<file path="config.mk">
export PLATFORM = sky130hd
export DESIGN_NAME = alu_cmd_issue
export DESIGN_NICKNAME = d
export VERILOG_FILES = /design/src/rtl/alu_issue_pkg.sv /design/src/rtl/alu_sync_fifo.sv /design/src/rtl/alu_cmd_issue.sv
export SDC_FILE = /design/constraint.sdc
export NUM_CORES = 1
export LEC_CHECK = 0
export ABC_CLOCK_PERIOD_IN_PS = 4200
export BUFFER_PORTS_ARGS = -buffer_cell sky130_fd_sc_hd__buf_4
export CAP_MARGIN = 20
export CORE_ASPECT_RATIO = 0.5
export CORE_UTILIZATION = 40
export CTS_BUF_LIST = sky130_fd_sc_hd__clkbuf_4
export CTS_CLUSTER_DIAMETER = 80
export DETAILED_ROUTE_END_ITERATION = 8
export GPL_TIMING_DRIVEN = 0
export PLACE_DENSITY_LB_ADDON = 0.2
export SYNTH_ARGS = -nofsm -noshare
export SYNTH_HDL_FRONTEND = slang
export SYNTH_SLANG_ARGS = --single-unit
</file>
<file path="constraint.sdc">
create_clock -name clk -period 4.2 [get_ports clk]
set_input_delay 0.21 -clock clk [delete_from_list [all_inputs] [get_ports clk]]
set_output_delay 0.21 -clock clk [all_outputs]
set_load 0.02 [all_outputs]
</file>
<file path="src/rtl/alu_issue_pkg.sv">
// Shared types for the ALU command front-end: command/response records and
// the default widths of the ALU they feed.
package alu_issue_pkg;

    localparam int DEF_DATA_W = 8;
    localparam int DEF_OP_W   = 3;
    localparam int DEF_TAG_W  = 4;

    localparam logic [DEF_OP_W-1:0] OP_ADD = 3'd0;
    localparam logic [DEF_OP_W-1:0] OP_SUB = 3'd1;
    localparam logic [DEF_OP_W-1:0] OP_AND = 3'd2;
    localparam logic [DEF_OP_W-1:0] OP_OR  = 3'd3;
    localparam logic [DEF_OP_W-1:0] OP_XOR = 3'd4;

    typedef struct packed {
        logic [DEF_DATA_W-1:0] a;
        logic [DEF_DATA_W-1:0] b;
        logic [DEF_OP_W-1:0]   op;
        logic [DEF_TAG_W-1:0]  tag;
    } cmd_t;

    typedef struct packed {
        logic [DEF_DATA_W-1:0] out;
        logic                  c;
        logic [DEF_TAG_W-1:0]  tag;
    } rsp_t;

endpackage

</file>
<file path="src/rtl/alu_sync_fifo.sv">
// Generic synchronous FIFO. Pointers carry one extra bit so full and empty
// are told apart; the head reads as zero while the FIFO is empty.
module alu_sync_fifo #(
    parameter type T     = logic,
    parameter int  DEPTH = 4
) (
    input  logic                   clk,
    input  logic                   rst,
    input  logic                   push,
    input  logic                   pop,
    input  T                       din,
    output T                       dout,
    output logic                   full,
    output logic                   empty,
    output logic [$clog2(DEPTH):0] count
);

    localparam int AW = $clog2(DEPTH);

    T           mem [DEPTH];
    logic [AW:0] wptr;
    logic [AW:0] rptr;

    always_ff @(posedge clk or posedge rst) begin
        if (rst) begin
            wptr <= '0;
            rptr <= '0;
        end else begin
            if (push && !full)  wptr <= wptr + 1'b1;
            if (pop  && !empty) rptr <= rptr + 1'b1;
        end
    end

    always_ff @(posedge clk) begin
        if (push && !full) mem[wptr[AW-1:0]] <= din;
    end

    assign empty = (wptr == rptr);
    assign full  = (wptr[AW] != rptr[AW]) && (wptr[AW-1:0] == rptr[AW-1:0]);
    assign count = wptr - rptr;
    assign dout  = empty ? '0 : mem[rptr[AW-1:0]];

endmodule

</file>
<file path="src/rtl/alu_cmd_issue.sv">
// Command front-end for the ALU: queues tagged commands, issues one per cycle
// under a response credit limit, tracks ALU latency and returns tagged results.
module alu_cmd_issue
    import alu_issue_pkg::*;
#(
    // Width parameters must stay equal to the package struct widths.
    parameter int DATA_W    = DEF_DATA_W,
    parameter int OP_W      = DEF_OP_W,
    parameter int TAG_W     = DEF_TAG_W,
    parameter int CMD_DEPTH = 4,
    parameter int RSP_DEPTH = 4,
    parameter int ALU_LAT   = 1
) (
    input  logic              clk,
    input  logic              rst,
    input  logic              cmd_valid,
    output logic              cmd_ready,
    input  logic [DATA_W-1:0] cmd_a,
    input  logic [DATA_W-1:0] cmd_b,
    input  logic [OP_W-1:0]   cmd_op,
    input  logic [TAG_W-1:0]  cmd_tag,
    output logic [DATA_W-1:0] alu_a,
    output logic [DATA_W-1:0] alu_b,
    output logic [OP_W-1:0]   alu_op,
    input  logic [DATA_W-1:0] alu_out,
    input  logic              alu_c,
    output logic              rsp_valid,
    input  logic              rsp_ready,
    output logic [DATA_W-1:0] rsp_out,
    output logic              rsp_c,
    output logic [TAG_W-1:0]  rsp_tag,
    output logic              busy
);

    localparam int IW = $clog2(ALU_LAT + 2);
    localparam int SW = $clog2(RSP_DEPTH + ALU_LAT + 2) + 1;

    cmd_t cmd_in, cmd_head;
    rsp_t rsp_in, rsp_head;
    logic cmd_full, cmd_empty, rsp_full, rsp_empty;
    logic [$clog2(CMD_DEPTH):0] cmd_count;
    logic [$clog2(RSP_DEPTH):0] rsp_count;
    logic [IW-1:0]              inflight_count;
    logic [SW-1:0]              credit_sum;
    logic                       issue_fire;
    logic                       cap_valid;
    logic [ALU_LAT:0]               vld_pipe;
    logic [ALU_LAT:0][TAG_W-1:0]    tag_pipe;

    assign cmd_ready = !cmd_full && !rst;

    always_comb begin
        cmd_in     = '0;
        cmd_in.a   = cmd_a;
        cmd_in.b   = cmd_b;
        cmd_in.op  = cmd_op;
        cmd_in.tag = cmd_tag;
    end

    alu_sync_fifo #(.T(cmd_t), .DEPTH(CMD_DEPTH)) u_cmd_fifo (
        .clk   (clk),
        .rst   (rst),
        .push  (cmd_valid && cmd_ready),
        .pop   (issue_fire),
        .din   (cmd_in),
        .dout  (cmd_head),
        .full  (cmd_full),
        .empty (cmd_empty),
        .count (cmd_count)
    );

    // Credits use registered counts only, so a same-cycle response pop never
    // opens a slot early and capture can never find the response FIFO full.
    assign credit_sum = SW'(rsp_count) + SW'(inflight_count);
    assign issue_fire = !cmd_empty && (credit_sum < SW'(RSP_DEPTH));

    always_ff @(posedge clk or posedge rst) begin
        if (rst) begin
            alu_a  <= '0;
            alu_b  <= '0;
            alu_op <= '0;
        end else if (issue_fire) begin
            alu_a  <= cmd_head.a;
            alu_b  <= cmd_head.b;
            alu_op <= cmd_head.op;
        end
    end

    always_ff @(posedge clk or posedge rst) begin
        if (rst) begin
            vld_pipe <= '0;
            tag_pipe <= '0;
        end else begin
            vld_pipe <= {vld_pipe[ALU_LAT-1:0], issue_fire};
            tag_pipe <= {tag_pipe[ALU_LAT-1:0], cmd_head.tag};
        end
    end

    assign cap_valid = vld_pipe[ALU_LAT];

    always_ff @(posedge clk or posedge rst) begin
        if (rst) begin
            inflight_count <= '0;
        end else begin
            case ({issue_fire, cap_valid})
                2'b10:   inflight_count <= inflight_count + 1'b1;
                2'b01:   inflight_count <= inflight_count - 1'b1;
                default: inflight_count <= inflight_count;
            endcase
        end
    end

    always_comb begin
        rsp_in     = '0;
        rsp_in.out = alu_out;
        rsp_in.c   = alu_c;
        rsp_in.tag = tag_pipe[ALU_LAT];
    end

    alu_sync_fifo #(.T(rsp_t), .DEPTH(RSP_DEPTH)) u_rsp_fifo (
        .clk   (clk),
        .rst   (rst),
        .push  (cap_valid),
        .pop   (rsp_valid && rsp_ready),
        .din   (rsp_in),
        .dout  (rsp_head),
        .full  (rsp_full),
        .empty (rsp_empty),
        .count (rsp_count)
    );

    always_ff @(posedge clk) begin
        if (!rst && cap_valid) begin
            assert (!rsp_full) else $error("alu_cmd_issue: response fifo overflow");
        end
    end

    assign rsp_valid = !rsp_empty;
    assign rsp_out   = rsp_head.out;
    assign rsp_c     = rsp_head.c;
    assign rsp_tag   = rsp_head.tag;
    assign busy      = (cmd_count != '0) || (inflight_count != '0) || !rsp_empty;

endmodule

</file>
==> results of run 1 <==
cell usage after synthesis, drive strengths merged (2+ instances only):
cell type | instances | share of area
and2 | 22 | 0.019
mux2 | 20 | 0.031
nand2 | 8 | 0.0042
nor2 | 2 | 0.0010
edfxtp | 144 | 0.60
xor2 | 5 | 0.0061
inv | 10 | 0.0052
a21oi | 2 | 0.0014
mux4 | 36 | 0.11
buf | 5 | 0.0052
ha | 16 | 0.028
o21ai | 3 | 0.0021
xnor2 | 10 | 0.012
nand3 | 2 | 0.0014
clkbuf | 7 | 0.0036
nor2b | 4 | 0.0035
dfrtp | 43 | 0.15
worst max-delay path: cells and delay by family (launching register included):
kind / cells / cell delay [ns]
XOR/XNOR: 1 / 0.15
buffers and inverters: 4 / 1.06
flip-flops: 1 / 0.57
AND/OR/NAND/NOR: 2 / 0.32
AO/OA/AOI/OAI: 1 / 0.64
adder cells (fa/ha/maj): 3 / 1.13
routing by layer:
metal  global-route usage  vias to the layer above  share of wire
li1                     -                     1600              -
met1                0.199                     1765           0.49
met2                0.222                       56           0.47
met3               0.0417                        6          0.037
met4               0.0476                        0         0.0078
met5                    0                        -              0
power by group through the flow:
stage | clock network, mW | registers (mW) | logic, mW
after floorplan | 0 | 2.79 | 1.93
after global placement | 0 | 2.73 | 2.85
after detailed placement | 0 | 2.74 | 2.92
after CTS | 1.14 | 2.69 | 2.96
after global routing | 1.20 | 2.73 | 3.15
final | 1.10 | 2.68 | 2.89
worst max path at each step:
stage,to,depth (start not counted),slack [ns]
floorplan,inflight_count[1],11,1.01
global placement,inflight_count[1],11,0.27
detailed placement,inflight_count[1],11,0.22
CTS,inflight_count[1],11,0.18
global route,inflight_count[1],11,0.01
finish,inflight_count[1],11,0.27
through the flow:
step	std cells	worst slack [ns]	power, mW	area [um2]
floorplan	346	1.01	4.72	7210
global placement	650	0.271	5.58	8030
detailed placement	655	0.217	5.66	8160
CTS	721	0.182	6.79	8830
global route	722	0.0117	7.08	8830
finish	722	0.269	6.68	8830
cell type report:
cell class	instances	area [um2]
clock inverters	15	208
fillers	1447	8650
multi-input cells	137	1710
well taps	234	293
inverters	10	37.5
flip-flops and latches	187	5400
repair buffers	109	996
clock buffers	17	128
plain buffers	12	63.8
diodes	1	2.50
logic make-up (layout without fill, tap and decap cells):
family / count (synthesis) / after routing
AOI/OAI and AO/OA: 8 / 8
other: 0 / 1
buffers and inverters: 22 / 163
DFF: 187 / 187
adders and majority gates: 17 / 17
and+or+nand+nor: 40 / 40
xor gates and xnor gates: 16 / 16
muxes: 56 / 56
registers in the layout (all words and copies together) (netlist names):
signal / count
alu_a: 8
alu_b: 8
alu_op: 3
inflight_count: 2
rsp_in: 4
tag_pipe: 4
u_cmd_fifo.mem: 92
u_cmd_fifo.rptr: 3
u_cmd_fifo.wptr: 3
u_rsp_fifo.mem: 52
u_rsp_fifo.rptr: 3
u_rsp_fifo.wptr: 3
vld_pipe: 2
cells in the final DEF, fill, tap and decap left out, drive strengths merged:
master,synthesis,routed
clkbuf,7,24
buf,5,80
o21a,1,1
and3b,1,1
o211a,1,1
o21ai,3,3
mux2,20,20
a2111oi,1,1
ha,16,16
nand3,2,2
xnor3,1,1
fa,1,1
clkinv,0,2
inv,10,16
nor4,1,1
diode,0,1
and2,22,22
edfxtp,144,144
mux4,36,36
nand2,8,8
nor2,2,2
dfrtp,43,43
xor2,5,5
nor2b,4,4
bufinv,0,3
a21oi,2,2
xnor2,10,10
clkinvlp,0,4
dlygate4sd3,0,34
==> results.tsv, run 1 <==
stage	metric	value	unit
synthesis	synthArstFlopShare	0.230	
grt	gr-total-overflow	0	
timing	period_minus_slack	3.93	ns
routing	drtIter0Drc	210	
critical_path	critPathSlowestCell	a2111oi_4	
grt	grt_first_pass_wirelength	19500	um
routing	drc_errors	0	
floorplan	fp.coreArea	0.0175	mm2
grt	grt_pass1_vias	3499	
synthesis	synth_edf_count	144	
critical_path	rr_worst_depth	11	
floorplan	die_w	192	um
final_layout	area_delta_synth_final	22.6	%
critical_path	critPathLaunchType	flip-flop	
critical_path	critical_path.cell_chain	clkbuf_1 -> inv_1 -> fa_1 -> ha_1 -> and3b_1 -> a2111oi_4 -> buf_6 -> inv_1 -> ha_1 -> nor2_1 -> xor2_1	
power	power.leakage	3.20	nW
power	power.internal	4.37	mW
power	combPwrFrac	0.433	
critical_path	cp-end-kind	flip-flop	
min_path	min_path_cells	3	
critical_path	worstSetupPathType	reg -> reg	
timing	fin_crit_sh	0.936	
floorplan	die_h	96.9	um
floorplan	fp.dieArea	0.0186	mm2
power	clkPwrFrac	0.165	
synthesis	syn-cell-area	0.00721	mm2
power	ir_drop	370	uV
routing	firstDrtPassIters	4	
routing	postRouteAntennaNets	0	
clock_network	cts.sink_count	187	
critical_path	worstReg2RegEnd	inflight_count[1]	
synthesis	synth_nets	399	
placement	io_buffers	70	
critical_path	cp-startpoint	u_rsp_fifo.rptr[1]	
placement	gp_congestion	0.674	
synthesis	netlist_instances	346	
synthesis	synthFlopType	edfxtp_1	
status	status	completed	
critical_path	r2r_slack	0.27	ns
critical_path	required	4.70	ns
timing	slew_violations	0	
clock_network	clk_pin_slew	0.16	ns
placement	dp_hpwl	7930	um
clock_network	cts_hold_buf	34	
min_path	hp-class	in -> reg	
critical_path	cp_max_fo	10	
timing	grt_setup_unrepaired	no	
timing	setup_viol	0	
grt	track_usage	0.145	
power	p_switching	2.31	mW
synthesis	synth-simple-area-share	0.0312	
synthesis	synth_top_family_by_area	multiplexers	
synthesis	synth_cell_types	26	
timing	slew_headroom	0.467	
grt	grt_max_degree	35	
floorplan	ioPinCount	71	
floorplan	rows	34	
timing	setup_tns	0	ns
synthesis	synth_mux_area_frac	0.144	
synthesis	synth_compound_area_frac	0.00972	
critical_path	r2r-start	u_rsp_fifo.rptr[1]	
min_path	hp-start	cmd_valid	
synthesis	seq_area_frac_synth	0.749	
synthesis	synth_adder_area_share	0.0306	
clock_network	cts_root_buf	clkbuf_4	
grt	antenna_found_initial	1	
job	maxCapViolCount	0	
final_layout	drive_gt1_frac	0.347	
timing	fin_skew	0.0272	ns
synthesis	synth-xor-area-share	0.0214	
clock_network	worstSkewPairLatency	0.57	ns
clock_network	cts_tree	built	
timing	hold_ws	0.0983	ns
critical_path	critPathArrivalTime	4.43	ns
power	switching_share	0.346	
timing	finalHoldViolCount	0	
synthesis	synth-seq-cells	187	
timing	max_freq	254	MHz
min_path	hold_end	u_cmd_fifo.wptr[0]	
routing	wire_per_inst	17.3	um
clock_network	htree_levels	4	
timing	worst_pin_slew	0.800	ns
critical_path	max_stage_delay	0.64	ns
clock_network	post_cts_resized	0	
routing	num_vias	3427	
synthesis	yosys_warnings	0	
clock_network	cts_setup_buffers	0	
power	power.density	756	mW/mm2
routing	totalWireLength	12500	um
final_layout	nets	527	
power	seqPwrFrac	0.402	
final_layout	fin_util	0.505	
synthesis	syn_area_per_cell	20.8	um2
clock_network	clockBufferDepth	2	
routing	viasPerCell	4.75	
floorplan	initial_core_util	0.412	
clock_network	numCtsBuffers	17	
No activity file was read; power rests on OpenSTA's default activity.
==> run 2: changes to the inputs <==
--- a/config.mk
+++ b/config.mk
@@ -5,6 +5,7 @@
 export SDC_FILE = /design/constraint.sdc
 export NUM_CORES = 1
 export LEC_CHECK = 0
+export ABC_AREA = 1
 export ABC_CLOCK_PERIOD_IN_PS = 4200
 export BUFFER_PORTS_ARGS = -buffer_cell sky130_fd_sc_hd__buf_4
 export CAP_MARGIN = 20
==> run 2 against run 1 <==
- register-to-register slack improved by 0.46 ns
- combinational power increased by 20%
- cell count increased by 56%
- flip-flop and latch count unchanged
- synthesized cell count increased by 110%
- area after synthesis increased by 9.2%
- clock power decreased by 17%
- sequential power about the same
==> results.tsv, run 2 <==
stage	metric	value	unit	change
job	maxCapViolCount	0		unchanged
grt	antenna_found_initial	0		-1
synthesis	yosys-top-cells-count	nand2_1, edfxtp_1, inv_1, nor2_1, nand3_1		
placement	dp_hpwl	10600	um	+34%
timing	finalHoldViolCount	0		unchanged
floorplan	rows	35		+2.9%
critical_path	cp_top_family	adder cells		
critical_path	worstReg2RegEnd	inflight_count[1]		
final_layout	final_cell_mix	nand2_1, edfxtp_1, inv_1		
clock_network	cts.sink_count	187		unchanged
placement	io_buffers	70		unchanged
grt	grt_pass1_vias	4934		+41%
synthesis	synth_cell_types	25		-3.8%
final_layout	final_cells	1127		+56%
synthesis	synth_area_leaders	edfxtp_1, dfrtp_1, nand2_1, inv_1, nor2_1		
synthesis	synthArstFlopShare	0.230		unchanged
critical_path	critPathLaunchType	flip-flop		
critical_path	cp_max_fo	11		+1
critical_path	critPathSlowestCell	fa_1		
synthesis	yosys_warnings	0		unchanged
routing	firstDrtPassIters	5		+1
synthesis	syn-cell-area	0.00787	mm2	+9.2%
floorplan	ioPinCount	71		unchanged
timing	max_freq	288	MHz	+13%
timing	setup_viol	0		unchanged
clock_network	numCtsBuffers	17		unchanged
power	power.density	748	mW/mm2	-1.0%
critical_path	r2r_slack	0.73	ns	+0.46 ns
timing	period_minus_slack	3.47	ns	-0.459 ns
power	ir_drop	346	uV	-6.4%
clock_network	cts_setup_buffers	0		unchanged
timing	slew_headroom	0.421		-0.0453
final_layout	drive_gt1_frac	0.166		-0.181
critical_path	critPathArrivalTime	3.93	ns	-0.50 ns
critical_path	worstSetupPathType	reg -> reg		
synthesis	synthFlopType	edfxtp_1		
floorplan	die_w	200	um	+4.5%
routing	viasPerCell	4.57		-3.6%
critical_path	required	4.66	ns	-0.04 ns
final_layout	area_delta_synth_final	19.6	%	
routing	num_vias	5155		+50%
status	status	completed		
grt	grt_max_degree	28		-20%
critical_path	critical_path.cell_chain	inv_1 -> buf_1 -> fa_1 -> ha_1 -> nand3_1 -> nand2_1 -> inv_2 -> nand3_2 -> buf_6 -> ha_1 -> a21oi_1 -> o21ai_0 -> xnor2_1		
clock_network	clk_pin_slew	0.15	ns	about the same
clock_network	cts_tree	built		
grt	grt_first_pass_wirelength	26700	um	+37%
critical_path	cp-startpoint	u_rsp_fifo.rptr[1]		
floorplan	initial_core_util	0.418		+0.00588
timing	fin_skew	0.0206	ns	-0.00663 ns
synthesis	synth-seq-cells	187		unchanged
final_layout	multi_input_area	0.00193	mm2	+13%
min_path	hp-class	in -> async		
placement	gp_congestion	0.742		+10%
timing	worst_pin_slew	0.866	ns	+0.0659 ns
final_layout	nets	908		+72%
clock_network	cts_root_buf	clkbuf_4		
final_layout	n_antenna_cell	0		-1
timing	fin_crit_sh	0.827		-0.109
critical_path	max_stage_delay	0.56	ns	-0.08 ns
routing	postRouteAntennaNets	0		unchanged
grt	gr-total-overflow	0		unchanged
routing	drc_errors	0		unchanged
routing	wire_per_inst	15.0	um	-13%
floorplan	fp.dieArea	0.0203	mm2	+9.1%
synthesis	synth.top_cell.area_share	0.549		-0.0507
power	power.leakage	4.07	nW	+27%
placement	placed_cells	1060		+62%
final_layout	seq_area	0.00540	mm2	unchanged
timing	grt_setup_unrepaired	no		
synthesis	synth_nets	779		+95%
routing	totalWireLength	16800	um	+35%
critical_path	rr_worst_depth	13		+2
synthesis	netlist.top_cell.by_area	edfxtp_1		
timing	slew_violations	0		unchanged
grt	track_usage	0.176		+0.0307
critical_path	cp-end-kind	flip-flop		
critical_path	r2r-start	u_rsp_fifo.rptr[1]		
floorplan	fp.coreArea	0.0188	mm2	+7.7%
final_layout	fillers	1709		+18%
synthesis	synth_edf_count	144		unchanged
clock_network	clockBufferDepth	2		unchanged
synthesis	syn_area_per_cell	10.8	um2	-48%
critical_path	critPathMostFrequentCell	ha_1		
critical_path	critPathBufInv	4		unchanged
floorplan	die_h	101	um	+4.4%
final_layout	layout_commonest_cell	nand2_1		
synthesis	seq_area_frac_synth	0.686		-0.0634
synthesis	yosysMostFrequentCell	nand2_1		
final_layout	largest_register_ffs	92		unchanged
synthesis	netlist_instances	726		+110%
routing	drtIter0Drc	221		+5.2%
clock_network	htree_levels	4		unchanged
timing	hold_ws	0.240	ns	+0.141 ns
clock_network	worstSkewPairLatency	0.56	ns	about the same
## run 2: metrics by stage
step / setup WS (ns) / util / area, um2 / TNS, ns / total power, mW
final: 0.728 / 0.500 / 9420 / 0 / 7.05
after CTS: 0.697 / 0.500 / 9420 / 0 / 7.12
after detailed placement: 0.710 / 0.468 / 8820 / 0 / 6.18
after global routing: 0.455 / 0.500 / 9420 / 0 / 7.58
after floorplan: 1.15 / - / 7870 / 0 / 4.95
after global placement: -0.693 / 0.463 / 8720 / -62.75 / 6.07
## run 2: cell type report
cell class              count  area share
flip-flops and latches    187       0.573
multi-input cells         404       0.205
repair buffers            110      0.0999
inverters                 106      0.0422
well taps                 259      0.0344
plain buffers              29      0.0181
clock buffers              17      0.0135
clock inverters            15      0.0132
## run 2: report_power, final
part	leakage [nW]	switching (mW)	total [mW]	internal, mW
Combinational	2.10	2.21	3.46	1.25
Sequential	1.84	0.203	2.67	2.47
Clock	0.133	0.625	0.918	0.293
## run 2: worst min-delay path, delay by kind of cell
kind | cells | cell delay [ns]
buf+inv | 3 | 1.03
## run 2: worst max-delay path by stage
stage / endpoint / slack, ns / depth (start not counted)
after floorplan: u_cmd_fifo.mem[0][0] / 1.15 / 3
after global placement: u_cmd_fifo.mem[2][5] / -0.69 / 4
after detailed placement: inflight_count[1] / 0.71 / 13
after CTS: inflight_count[1] / 0.70 / 13
after global routing: inflight_count[1] / 0.45 / 13
final: inflight_count[1] / 0.73 / 13
## run 2: cell families after synthesis
| kind of cell | share of synthesized area |
|---|---|
| AOI/OAI and AO/OA | 0.0490 |
| DFF | 0.686 |
| and+or+nand+nor | 0.156 |
| xor gates and xnor gates | 0.00890 |
| adders and majority gates | 0.0280 |
| buffers and inverters | 0.0722 |
## run 2: repair_timing
item                                   4_1_cts  5_1_grt
gates resized for setup                      0        0
hold buffers                                35        0
endpoints found under the hold margin      161        0
## run 2: routing by layer
layer,up-vias,wire length [um],global-route usage,share of wire
met1,2441,8020,0.228,0.48
met5,-,0,0,0
met4,0,233,0.0534,0.014
li1,2620,-,-,-
met3,19,501,0.0319,0.030
met2,75,8100,0.305,0.48
